--- src/rtl/psum_buffer.sv ---
// Per-column partial-sum store: NCOL independent FWFT FIFOs that capture row-5 psums in MODE1
// and replay them into row 0 in MODE2. Mode encoding on mode_in: 0=MODE1, 1=MODE2, 2=MODE3, 3=MODE4.
module psum_buffer #(
  parameter int PSUM_W = 16,
  parameter int DEPTH  = 16,
  parameter int NCOL   = 7
) (
  input  logic                     clk,
  input  logic                     rst,
  input  logic [1:0]               mode_in,
  input  logic                     change_mode,
  input  logic                     clear,
  input  logic [NCOL-1:0]          psum_in_valid,
  input  logic [NCOL*PSUM_W-1:0]   psum_in_data,
  output logic [NCOL-1:0]          psum_buffer_ack,
  output logic [NCOL-1:0]          psum_out_valid,
  output logic [NCOL*PSUM_W-1:0]   psum_out_data,
  input  logic [NCOL-1:0]          pe_psum_ack,
  output logic [NCOL-1:0]          buf_empty,
  output logic [NCOL-1:0]          buf_full,
  output logic                     all_empty
);

  localparam int AW = $clog2(DEPTH);

  typedef enum logic [1:0] {
    MODE1 = 2'd0,
    MODE2 = 2'd1,
    MODE3 = 2'd2,
    MODE4 = 2'd3
  } mode_t;

  mode_t cur_mode;

  always_ff @(posedge clk) begin
    if (rst)
      cur_mode <= MODE1;
    else if (change_mode)
      cur_mode <= mode_t'(mode_in);
  end

  assign all_empty = &buf_empty;

  for (genvar c = 0; c < NCOL; c++) begin : g_col
    logic [PSUM_W-1:0] mem [DEPTH];
    logic [AW-1:0]     wr_ptr;
    logic [AW-1:0]     rd_ptr;
    logic [AW:0]       count;
    logic              push;
    logic              pop;

    assign buf_empty[c] = (count == '0);
    assign buf_full[c]  = (count == (AW+1)'(DEPTH));

    // Ack is also held low during reset, so a PE never drops a packet the flush would discard.
    assign push = (cur_mode == MODE1) && psum_in_valid[c] && !buf_full[c] && !clear && !rst;
    assign psum_buffer_ack[c] = push;

    assign psum_out_valid[c] = (cur_mode == MODE2) && !buf_empty[c];
    assign pop = psum_out_valid[c] && pe_psum_ack[c] && !clear;
    assign psum_out_data[c*PSUM_W +: PSUM_W] = psum_out_valid[c] ? mem[rd_ptr] : '0;

    always_ff @(posedge clk) begin
      if (push)
        mem[wr_ptr] <= psum_in_data[c*PSUM_W +: PSUM_W];
    end

    always_ff @(posedge clk) begin
      if (rst || clear) begin
        wr_ptr <= '0;
        rd_ptr <= '0;
        count  <= '0;
      end else begin
        if (push)
          wr_ptr <= wr_ptr + 1'b1;
        if (pop)
          rd_ptr <= rd_ptr + 1'b1;
        case ({push, pop})
          2'b10:   count <= count + 1'b1;
          2'b01:   count <= count - 1'b1;
          default: count <= count;
        endcase
      end
    end
  end

endmodule

--- config.mk ---
export PLATFORM = sky130hd
export DESIGN_NAME = psum_buffer
export DESIGN_NICKNAME = d
export VERILOG_FILES = /design/src/rtl/psum_buffer.sv
export SDC_FILE = /design/constraint.sdc
export NUM_CORES = 2
export LEC_CHECK = 0
export BUFFER_PORTS_ARGS = -buffer_cell sky130_fd_sc_hd__buf_2
export CAP_MARGIN = 20
export CELL_PAD_IN_SITES_DETAIL_PLACEMENT = 1
export CELL_PAD_IN_SITES_GLOBAL_PLACEMENT = 1
export CORE_ASPECT_RATIO = 0.5
export CORE_MARGIN = 2
export CORE_UTILIZATION = 54
export DETAILED_ROUTE_END_ITERATION = 6
export PLACE_DENSITY = 0.81
export SYNTH_ARGS = -nofsm -noshare
export SYNTH_HDL_FRONTEND = slang
export SYNTH_SLANG_ARGS = --single-unit
--- constraint.sdc ---
create_clock -name clk -period 4.49 [get_ports clk]
set_input_delay 0.6735 -clock clk [delete_from_list [all_inputs] [get_ports clk]]
set_output_delay 0.6735 -clock clk [all_outputs]
set_load 0.01 [all_outputs]
==> flow_summary.yaml <==
synth:
  ys_seq_area_share_pct: 74.8
  ys_types: 65
  syn_avg_cell_area_um2: 19.7
  synth-warning-count: 0
  ys_ff_latch: 1913
  synth_edf_count: 1792
  synthesis.area_um2: 75200
  syn-num-nets: 4005
  synthArstFlopShare_pct: 0
  synthCells: 3819
  ys.flop_type: "edfxtp_1"
floorplanning:
  die_w_um: 532
  ioPinCount: 273
  start_util_pct: 54.6
  core-area_um2: 138000
  die_h_um: 268
  die_area_um2: 142000
  fp-row-count: 96
layout:
  nNetsFinal: 4379
  fillers: 11700
  final_area_um2: 84700
  drive_above_1_share_pct: 28.2
  layoutNonFillerInstCount: 6189
  multi_input_area_um2: 17800
  syn_to_final_growth_pct: 12.7
  seqCellArea_um2: 56300
drt:
  ant_nets: 0
  finalWirelength_mm: 185
  drc: 0
  wl_per_cell_um: 29.9
  vias: 39100
  drtIter0Drc: 3717
  vias_per_cell: 6.31
  dr.pass1.iters: 5
global_routing:
  antenna_found_initial: 15
  grt_util_met2_pct: 44.6
  grt_first_pass_wirelength_mm: 276
  grt_busiest_layer: "met2"
  use_met1_pct: 34.8
  track_usage_pct: 26.1
  grt-ovfl-total: 0
  grt_pass1_vias: 42400
  grt_max_degree: 67
  grt_util_met3_pct: 4.39
setup_path:
  critical_path_peak_fanout: 17
  worst-path-buf-inv: 1
  arrival_ns: 3.47
  rrSetupSlack_ns: 0.85
  path_class: "flop to primary output"
  path_cells: "or4_1, o21ai_2, nor3_1, buf_2"
  critical_path.startpoint_type: "flop"
  cp.required_ns: 3.82
  slowest_delay_ns: 0.95
  cpLargestDelayFamily: "simple AND/OR/NAND/NOR gates"
  slowest_stage: "o21ai_2"
  critPathCaptureType: "primary output"
clock_tree:
  clkTransAtPathRegs_ns: 0.07
  post-cts-setup-buffers: 0
  cts_resized: 0
  clk_path_buf_depth: 4
  htree_levels: 4
  clock_latency_ns: 0.80
  cts_tree: "built"
  holdBufCountCts: 0
  cts_made_buffers: 172
  cts-root-buf: "clkbuf_16"
  cts_num_sinks: 1913
job:
  maxCapViolCount: 0
power_and_ir_drop:
  power_uw: 34500
  powerDensity_nw_per_um2: 407
  max-vdd-ir-drop_v: 0.000269
  p_leak_uw: 0.0270
sta:
  fmax_ghz: 0.242
  finalHoldViolCount: 0
  final.setup.tns_ns: 0
  tightest_slew_ns: 1.16
  grt_setup_unrepaired: "false"
  skew_ns: 0.0374
  hold_ws_ns: 0.188
  period_needed_ns: 4.14
  layout_worst_path_cycle_share_pct: 92.2
  slew_headroom_pct: 22.6
  slew_violations: 0
  setup_viol: 0
min_path:
  hold_class: "input port to flop"
placed_design:
  dpl.hpwl_mm: 113
  place_area_um2: 79400
  dp_cells: 5880
  gp_congestion: 0.785
  io_buffers: 272
status:
  status: "complete, no violations"
==> metal layers <==
metal	share of wire (%)	up-vias
met1	40	20900
met3	5.9	346
li1	-	16400
met2	51	1405
met4	3.0	6
met5	0.019	-
==> registers in the layout, summed over array words and instances, names as in the netlist, named ones only <==
signal,flops
cur_mode,2
g_col.wr_ptr,28
g_col.rd_ptr,28
g_col.mem,1792
g_col.count,35
==> final timing paths <==
check	startpoint	end	cells after the start
max	g_col[1].count[1]$_SDFFE_PP0P_	psum_out_data[29]	4
min	change_mode	cur_mode[1]$_SDFFE_PP0P_	3
max reg2reg	cur_mode[1]$_SDFFE_PP0P_	g_col[6].count[4]$_SDFFE_PP0P_	10
min reg2reg	g_col[2].rd_ptr[3]$_SDFFE_PP0P_	g_col[2].rd_ptr[3]$_SDFFE_PP0P_	2
==> cells by family after synthesis <==
group / Yosys count / synth area share [%]
flip-flops: 1913 / 74.8
AND/OR/NAND/NOR: 673 / 4.71
AO/OA/AOI/OAI: 367 / 3.54
buffers and inverters: 293 / 1.76
XOR/XNOR: 46 / 0.536
multiplexers: 473 / 13.8
adder cells (fa/ha/maj): 54 / 0.899
==> cells in the mapped netlist (21+ instances only) <==
master | n | share of area, %
edfxtp_1 | 1792 | 72
mux4_2 | 448 | 13
nor2_1 | 191 | 0.95
clkbuf_1 | 154 | 0.77
nor3_1 | 140 | 0.93
dfxtp_1 | 121 | 3.2
o22ai_1 | 114 | 0.95
a211oi_1 | 113 | 1.1
nor2b_1 | 112 | 0.93
nand2_1 | 64 | 0.32
ha_1 | 54 | 0.90
buf_4 | 42 | 0.42
inv_1 | 40 | 0.20
buf_2 | 39 | 0.26
xor2_1 | 38 | 0.44
nand2b_1 | 28 | 0.23
a21oi_1 | 25 | 0.17
mux2i_1 | 25 | 0.33
and3_1 | 21 | 0.17
==> cell type report <==
| type | instances | share of cell area [%] |
|---|---|---|
| Tap cell | 1862 | 2.75 |
| Sequential cell | 1913 | 66.4 |
| Antenna cell | 10 | 0.0295 |
| Timing Repair Buffer | 448 | 3.34 |
| Clock inverter | 79 | 0.904 |
| Inverter | 45 | 0.199 |
| Clock buffer | 219 | 5.41 |
| Multi-Input combinational cell | 1613 | 21.0 |
==> power by group <==
group | total [µW] | internal, µW | leakage (µW) | switching [µW]
logic | 538 | 132 | 0.00728 | 406
registers | 19500 | 19500 | 0.0171 | 17.2
clock network | 14400 | 8030 | 0.00262 | 6410
total | 34500 | 27700 | 0.0270 | 6830
==> through the flow <==
stage	setup slack [ns]	util, %
floorplan	0.918	-
global placement	0.781	57.6
detailed placement	0.654	57.6
CTS	0.295	61.5
global route	0.240	61.6
finish	0.350	61.6
==> cells in the final DEF, fill, tap and decap left out, types with 9 or more instances in the layout <==
| cell type | synthesis | routed |
|---|---|---|
| dfxtp_1 | 121 | 107 |
| xor2_1 | 38 | 38 |
| nor2_1 | 191 | 190 |
| nor3_2 | 0 | 28 |
| nor3_1 | 140 | 112 |
| o21ai_0 | 17 | 17 |
| buf_2 | 39 | 272 |
| buf_12 | 0 | 10 |
| or4_1 | 11 | 11 |
| clkbuf_1 | 154 | 39 |
| o211ai_1 | 15 | 15 |
| a21oi_1 | 25 | 25 |
| o22ai_1 | 114 | 114 |
| inv_1 | 40 | 40 |
| buf_4 | 42 | 163 |
| clkbuf_16 | 0 | 174 |
| o21ai_2 | 9 | 9 |
| nor3b_1 | 15 | 15 |
| nand3_1 | 16 | 16 |
| and3_1 | 21 | 21 |
| clkinv_2 | 0 | 26 |
| nand2b_1 | 28 | 28 |
| nand2_1 | 64 | 64 |
| mux2i_1 | 25 | 25 |
| nor4b_1 | 13 | 13 |
| ha_1 | 54 | 54 |
| bufinv_16 | 0 | 14 |
| diode_2 | 0 | 10 |
| a211oi_1 | 113 | 113 |
| nor4_1 | 17 | 17 |
| nor2b_1 | 112 | 112 |
| mux4_2 | 448 | 448 |
| edfxtp_1 | 1792 | 1792 |
| clkinv_1 | 0 | 30 |
==> worst register-to-register path, cell delays in order (launching register included) <==
cell      delay (ns)
dfxtp_1         0.45
or4_4           0.66
a211oi_4        0.48
inv_1           0.10
ha_1            0.32
xor2_1          0.18
ha_1            0.23
or4_1           0.42
and3_1          0.20
nor4_1          0.29
mux2i_1         0.23
No activity file was read; power rests on OpenSTA's default activity.
